$ cat src/rtl/fd_bank_arbiter.sv
// Two-requester round-robin arbiter/sequencer for a DEPTH x WIDTH flop bank with word write, preset, clear and read.
// Latency: req sampled high -> gnt after 1 edge, ack after 2 edges; release takes one edge after req drops.
// Backpressure: 4-phase req/ack; gnt/ack hold until the winner drops req, and the loser waits with req high.
module fd_bank_arbiter #(
  parameter int WIDTH = 8,
  parameter int DEPTH = 4,
  parameter int AW    = 2
) (
  input  logic                   CP,
  input  logic                   CD,
  input  logic                   req0,
  input  logic [1:0]             op0,
  input  logic [AW-1:0]          addr0,
  input  logic [WIDTH-1:0]       wdata0,
  input  logic                   req1,
  input  logic [1:0]             op1,
  input  logic [AW-1:0]          addr1,
  input  logic [WIDTH-1:0]       wdata1,
  output logic                   gnt0,
  output logic                   gnt1,
  output logic                   ack0,
  output logic                   ack1,
  output logic [WIDTH-1:0]       rdata,
  output logic [DEPTH*WIDTH-1:0] q_flat
);

  localparam logic [1:0] ST_IDLE = 2'd0;
  localparam logic [1:0] ST_EXEC = 2'd1;
  localparam logic [1:0] ST_DONE = 2'd2;

  localparam logic [1:0] OP_WRITE  = 2'b00;
  localparam logic [1:0] OP_PRESET = 2'b01;
  localparam logic [1:0] OP_CLEAR  = 2'b10;
  localparam logic [1:0] OP_READ   = 2'b11;

  logic [1:0]       state_q, state_d;
  logic             gnt0_q, gnt0_d;
  logic             gnt1_q, gnt1_d;
  logic             ack0_q, ack0_d;
  logic             ack1_q, ack1_d;
  logic             rr_q, rr_d;       // 0: requester 0 wins a tie, 1: requester 1 wins
  logic [1:0]       op_q, op_d;
  logic [AW-1:0]    addr_q, addr_d;
  logic [WIDTH-1:0] wdata_q, wdata_d;
  logic [WIDTH-1:0] rdata_q, rdata_d;

  logic [WIDTH-1:0] bank_q [DEPTH];
  logic             bank_we;
  logic [WIDTH-1:0] bank_wdat;
  logic             pick1;
  logic             winner_req;

  // Next-state logic: arbitration in IDLE, bank access in EXEC, handshake release in DONE
  always_comb begin
    state_d   = state_q;
    gnt0_d    = gnt0_q;
    gnt1_d    = gnt1_q;
    ack0_d    = ack0_q;
    ack1_d    = ack1_q;
    rr_d      = rr_q;
    op_d      = op_q;
    addr_d    = addr_q;
    wdata_d   = wdata_q;
    rdata_d   = rdata_q;
    bank_we   = 1'b0;
    bank_wdat = '0;
    // Requester 1 wins when it is the only one asking, or on a tie when the pointer favours it
    pick1      = req1 & (~req0 | rr_q);
    winner_req = gnt1_q ? req1 : req0;

    case (state_q)
      ST_IDLE: begin
        if (req0 || req1) begin
          if (pick1) begin
            gnt1_d  = 1'b1;
            op_d    = op1;
            addr_d  = addr1;
            wdata_d = wdata1;
          end else begin
            gnt0_d  = 1'b1;
            op_d    = op0;
            addr_d  = addr0;
            wdata_d = wdata0;
          end
          state_d = ST_EXEC;
        end
      end

      ST_EXEC: begin
        case (op_q)
          OP_WRITE: begin
            bank_we   = 1'b1;
            bank_wdat = wdata_q;
          end
          OP_PRESET: begin
            bank_we   = 1'b1;
            bank_wdat = '1;
          end
          OP_CLEAR: begin
            bank_we   = 1'b1;
            bank_wdat = '0;
          end
          OP_READ: begin
            rdata_d = bank_q[addr_q];
          end
          default: begin
            bank_we = 1'b0;
          end
        endcase
        // Only the granted side can be acknowledged
        ack0_d  = gnt0_q;
        ack1_d  = gnt1_q;
        state_d = ST_DONE;
      end

      ST_DONE: begin
        if (!winner_req) begin
          gnt0_d  = 1'b0;
          gnt1_d  = 1'b0;
          ack0_d  = 1'b0;
          ack1_d  = 1'b0;
          // Hand priority to whoever did not just finish
          rr_d    = gnt0_q;
          state_d = ST_IDLE;
        end
      end

      default: begin
        state_d = ST_IDLE;
        gnt0_d  = 1'b0;
        gnt1_d  = 1'b0;
        ack0_d  = 1'b0;
        ack1_d  = 1'b0;
      end
    endcase
  end

  // Control and handshake registers; reset aborts any in-flight access
  always_ff @(posedge CP or negedge CD) begin
    if (!CD) begin
      state_q <= ST_IDLE;
      gnt0_q  <= 1'b0;
      gnt1_q  <= 1'b0;
      ack0_q  <= 1'b0;
      ack1_q  <= 1'b0;
      rr_q    <= 1'b0;
      op_q    <= OP_WRITE;
      addr_q  <= '0;
      wdata_q <= '0;
      rdata_q <= '0;
    end else begin
      state_q <= state_d;
      gnt0_q  <= gnt0_d;
      gnt1_q  <= gnt1_d;
      ack0_q  <= ack0_d;
      ack1_q  <= ack1_d;
      rr_q    <= rr_d;
      op_q    <= op_d;
      addr_q  <= addr_d;
      wdata_q <= wdata_d;
      rdata_q <= rdata_d;
    end
  end

  // Register bank: cleared by reset, one word updated per EXEC cycle at most
  always_ff @(posedge CP or negedge CD) begin
    if (!CD) begin
      for (int i = 0; i < DEPTH; i++) begin
        bank_q[i] <= '0;
      end
    end else if (bank_we) begin
      bank_q[addr_q] <= bank_wdat;
    end
  end

  for (genvar g = 0; g < DEPTH; g++) begin : g_flat
    assign q_flat[g*WIDTH +: WIDTH] = bank_q[g];
  end

  assign gnt0  = gnt0_q;
  assign gnt1  = gnt1_q;
  assign ack0  = ack0_q;
  assign ack1  = ack1_q;
  assign rdata = rdata_q;

endmodule

$ cat config.mk
export PLATFORM = sky130hd
export DESIGN_NAME = fd_bank_arbiter
export DESIGN_NICKNAME = d
export VERILOG_FILES = /design/src/rtl/fd_bank_arbiter.sv
export SDC_FILE = /design/constraint.sdc
export NUM_CORES = 1
export LEC_CHECK = 0
export ABC_AREA = 1
export BUFFER_PORTS_ARGS = -buffer_cell sky130_fd_sc_hd__buf_2
export CORE_MARGIN = 1.5
export CORE_UTILIZATION = 48
export CTS_CLUSTER_SIZE = 12
export DETAILED_ROUTE_END_ITERATION = 7
export GPL_ROUTABILITY_DRIVEN = 0
export GPL_TIMING_DRIVEN = 0
export PLACE_DENSITY = 0.79
export RECOVER_POWER = 50
export REMOVE_ABC_BUFFERS = 1
export SYNTH_ARGS = -nofsm -noshare
export SYNTH_HDL_FRONTEND = slang
export SYNTH_SLANG_ARGS = --single-unit
$ cat constraint.sdc
create_clock -name CP -period 1.35 [get_ports CP]
set_input_delay 0.135 -clock CP [delete_from_list [all_inputs] [get_ports CP]]
set_output_delay 0.135 -clock CP [all_outputs]
set_load 0.005 [all_outputs]
### Yosys cells after proc, flatten, opt, wreduce, memory -nomap -nowiden

Cells that the tools add are included.

* order comparisons: 2
* eq/ne operators: 9
* mux-type cells: 26
* bitwise operators: 7
* reductions and logical operators: 12

Operators with widths (number)
* $mux W8: 5
* $bwmux W32: 1
* $bmux W8 S2: 1
* $demux W8 S2: 1
* $pmux W8 S2: 1
* $pmux W1 S3: 4
* $reduce_and A2 Y1: 5
* $mux W1: 8
* $mux W2: 4
* $ne A2 B2 Y1 const B: 4
* $reduce_and A4 Y1: 2
* $eq A2 B2 Y1 const B: 3
* $pmux W2 S3: 1
* $eq A2 B1 Y1 const B: 2
* $logic_not A2 Y1: 2
* $not A1 Y1: 4
* $ge A3 B3 Y1 const B: 1
* $lt A3 B1 Y1 const B: 1
* $not A2 Y3: 1
* $reduce_or A3 Y1: 1
* $and A1 B1 Y1: 1
* $logic_and A1 B1 Y1: 1
* $logic_or A1 B1 Y1: 1
* $or A1 B1 Y1: 1

* flip-flop bits (word level): 59
* input port bits: 28
* output and inout port bits: 44
* logic and storage cells: 70

### Longest topological paths before layout

* depth after elaboration: 6
* depth in mapped cells: 8

### Least setup slack after synthesis

OpenSTA, ideal clock, no wires.

* path type: register -> register
* start point: register state_q[1]
* end point: register wdata_q[2]
* arrival: 1.186 ns
* data required time: 1.224 ns
* slack: 0.038 ns
* cell stages (with the launch flop): 8
* buffers on the path: 1
* period minus slack after synthesis: 1.312 ns
* path through: dfrtp_1 > inv_1 > nand2_1 > a21oi_1 > inv_1 > clkbuf_1 > nand2_1 > o21ai_0

* longest elaborated chain between the ends: 2

RTL lines
* from (decl): line 36 `logic [1:0] state_q, state_d;`
* from (signal assigned): line 152 `state_q <= state_d;`
* $logic_not A2 Y1: line 71 `case (state_q)`
* $reduce_and A2 Y1 (no line)
* to (signal assigned): line 160 `wdata_q <= wdata_d;`
* to (decl): line 44 `logic [WIDTH-1:0] wdata_q, wdata_d;`

Every way passes these cells.
A chain may end at the register's enable or synchronous reset.

### Final worst setup path

* start point: register state_q[0]
* end point: register bank_q, in the netlist q_flat[29]

* longest elaborated chain between the ends: 3

RTL lines
* $eq A2 B1 Y1 *: line 71
* $mux W8: line 71
* $bwmux W32: line 172 `bank_q[addr_q] <= bank_wdat;`
* to (signal, indexed assignment): line 172
* to (decl): line 47 `logic [WIDTH-1:0] bank_q [DEPTH];`

Every way passes the cells marked *; elsewhere a longest branch is shown, timed or not.

==> impl_metrics.toml <==
[floorplan]
fp.dieW_um = 80.8
io_pins = 72
die_h_um = 80.8
fp-row-count = 28
initial_utilization = 0.493
die_area_mm2 = 0.00652
core_mm2 = 0.00589

[setup_path]
path_max_fanout = 18
cp.arrival_ns = 1.67
r2r-end = "q_flat[29]$_DFFE_PN0P_"
cp_num_buf_inv = 2
r2r-start = "state_q[0]$_DFFE_PN0P_"
required_ns = 1.63
cp-start-kind = "flop"
crit_family = "simple AND/OR/NAND/NOR gates"
crit_type = "reg -> reg"
path_cells = "inv_2 -> nor2_4 -> buf_4 -> nand2_8 -> nor2_4 -> nand2_1 -> nand2_1"
regToRegSetupSlack_ns = -0.04
end_kind = "flop"
slowest_delay_ns = 0.37
r2r_cells = 7
slowest_stage = "dfrtp_1"

[global_route]
grt.met3_usage = 0.0753
grt_pass1_wl_um = 11700
gr-total-overflow = 0
grt_use_met1 = 0.316
antenna_found_initial = 0
busiest_layer = "met2"
use_met2 = 0.365
grt_usage = 0.239
grt_start_max_net_pins = 60
grt_pass1_vias = 2509

[placed_design]
portBuffers = 71
place_inst = 489
place_area_mm2 = 0.00330
hpwl_um = 4770

[logic_synthesis]
synth_top_cell_by_area = "dfrtp_1"
syn_avg_cell_area_um2 = 8.25
synth-seq-cells = 59
yosysSeqAreaShare = 0.509
synth_top_cell_area_share = 0.509
synth_top_family_by_area = "simple AND/OR/NAND/NOR gates"
synth-compound-area-share = 0.109
synth_cell_type_count = 20
yosys-top-cells-area = "dfrtp_1 51%, nand2_1 19%, o21ai_0 8.6%"
synth_xor_xnor_area_share = 0
yosys_warnings = 0
synthCells = 352
synthSimpleGateAreaFrac = 0.343
synth.mux.area_fraction = 0
synth_adder_area_share = 0
syn_area_mm2 = 0.00290

[sta]
worst_slew_pin_slew_ns = 0.799
skew_ns = 0.00716
relSlewSlack = 0.468
timing.final.crit_share = 1.03
report.final.slew_viol_count = 0
rsz0062_at_grt = "true"
finalHoldViolations = 0
finalSetupViolCount = 28
finalCriticalPeriod_ns = 1.39
finalSetupTns_ns = -0.635
hold_ws_ns = 0.0552
max_freq_mhz = 717
setup_ws_ns = -0.0440

[drt]
drc = 0
drt-initial-drc-count = 320
wl_per_cell_um = 14.0
num_vias = 2749
wl_um = 7390
ant_nets = 0
first_pass_iters = 5
viasPerCell = 5.22

[cts]
clock_path_buffers = 2
cts_buffers = 9
cts_tree = "yes"
cts.sinks = 59
cts-root-buf = "clkbuf_8"
clk-insertion-delay-late_ns = 0.34
clkTransAtPathRegs_ns = 0.06
cts_htree_levels = 3

[layout]
seqCellArea_mm2 = 0.00148
multi_input_area_mm2 = 0.00142
fill_cells = 508
fin_cells = 527
design_area_mm2 = 0.00383
drive_gt1_frac = 0.332
nNetsFinal = 475
area_growth_pct = 31.9
diodes = 0

[hold_path]
hold_start = "addr1[0]"
hp-class = "in -> reg"
worstHoldPathCells = 3
min_to = "addr_q[0]$_DFFE_PN0P_"

[power_and_ir_drop]
peakVddDrop_mv = 1.28
power_density_mw_per_mm2 = 2390
power_leakage_nw = 2.06

[status]
status = "finished with violations"
violations = "negative setup slack"

[job]
drv_cap = 0
-- flip-flops by register name, indices dropped and copies added, names as in the netlist --
| register | cells |
|---|---|
| ack0 | 1 |
| ack1 | 1 |
| addr_q | 2 |
| gnt0 | 1 |
| gnt1 | 1 |
| op_q | 2 |
| q_flat | 32 |
| rdata | 8 |
| rr_q | 1 |
| state_q | 2 |
| wdata_q | 8 |
-- layout make-up --
type                            instances  share of cell area
Inverter                               16              0.0193
Clock buffer                           11              0.0369
Multi-Input combinational cell        269               0.370
Timing Repair Buffer                   90               0.133
Timing Repair inverter                  2             0.00327
Clock inverter                          5              0.0261
Sequential cell                        59               0.387
Tap cell                               75              0.0245
-- where the power goes --
group	switching (mW)	internal, mW
sequential	0.581	2.50
combinational	2.55	1.56
clock	0.689	1.27
total	3.82	5.33
-- kinds of logic (layout without fill, tap and decap cells) --
logic type             count (synthesis)  after routing
AND/OR/NAND/NOR                      205            206
AO/OA/AOI/OAI                         63             63
flip-flops                            59             59
buffers and inverters                 25            124
-- Yosys cell counts --
library cell	instances
nand2_1	150
dfrtp_1	59
o21ai_0	50
nor2_1	23
inv_1	12
nand4_1	9
nor2_8	9
o21ai_1	9
clkbuf_1	6
inv_2	4
nor2_2	4
nor2_4	4
a21oi_1	3
nand3_1	3
buf_2	2
buf_12	1
nand2_4	1
nor3_1	1
o21bai_1	1
or2_4	1
-- worst max-delay path by stage --
| stage | to | from | cells past startpoint |
|---|---|---|---|
| after floorplan | wdata_q[0]$_DFFE_PN0P_ | state_q[1]$_DFFE_PN0P_ | 6 |
| after global placement | wdata_q[0]$_DFFE_PN0P_ | state_q[1]$_DFFE_PN0P_ | 6 |
| after detailed placement | wdata_q[1]$_DFFE_PN0P_ | state_q[1]$_DFFE_PN0P_ | 6 |
| after CTS | q_flat[29]$_DFFE_PN0P_ | state_q[1]$_DFFE_PN0P_ | 6 |
| after global routing | q_flat[16]$_DFFE_PN0P_ | state_q[0]$_DFFE_PN0P_ | 7 |
| final | q_flat[29]$_DFFE_PN0P_ | state_q[0]$_DFFE_PN0P_ | 7 |
-- metrics by stage --
step           power [mW]  worst slack [ns]   util
2_1_floorplan        5.16            -0.197      -
5_1_grt              9.82            -0.105  0.651
3_5_place_dp         6.33            -0.523  0.561
4_1_cts              8.73           -0.0299  0.625
3_3_place_gp         6.21            -0.496  0.561
6_report             9.15           -0.0440  0.651
-- layer usage --
layer	part of all wire	routed length [um]
met1	0.42	3100
met4	0.021	155
met3	0.079	584
met5	0	0
met2	0.48	3560
-- timing repair --
action	CTS	global route
gates cloned	1	2
pin swaps	7	6
endpoints found under the hold margin	0	59
hold buffers	0	1
gates resized for setup	16	23
setup endpoints to repair	53	53
buffers inserted	8	10
-- placed cells by master, fill, tap and decap left out, types with 8 or more instances in the layout --
| master | netlist | routed |
|---|---|---|
| nor2_4 | 4 | 8 |
| buf_2 | 2 | 61 |
| nand4_1 | 9 | 9 |
| clkbuf_8 | 0 | 10 |
| dfrtp_1 | 59 | 55 |
| nor2_8 | 9 | 9 |
| nand2_2 | 0 | 17 |
| clkbuf_1 | 6 | 10 |
| nor2_1 | 23 | 23 |
| buf_4 | 0 | 16 |
| nand2_1 | 150 | 132 |
| o21ai_1 | 9 | 9 |
| o21ai_0 | 50 | 50 |
-- worst reg2reg max path, cell delays in order, from the launching register on --
cell	delay (ns)
dfrtp_1	0.37
inv_2	0.06
nor2_4	0.14
buf_4	0.19
nand2_8	0.12
nor2_4	0.29
nand2_1	0.10
nand2_1	0.07
Power figures use the tool's default switching activity.
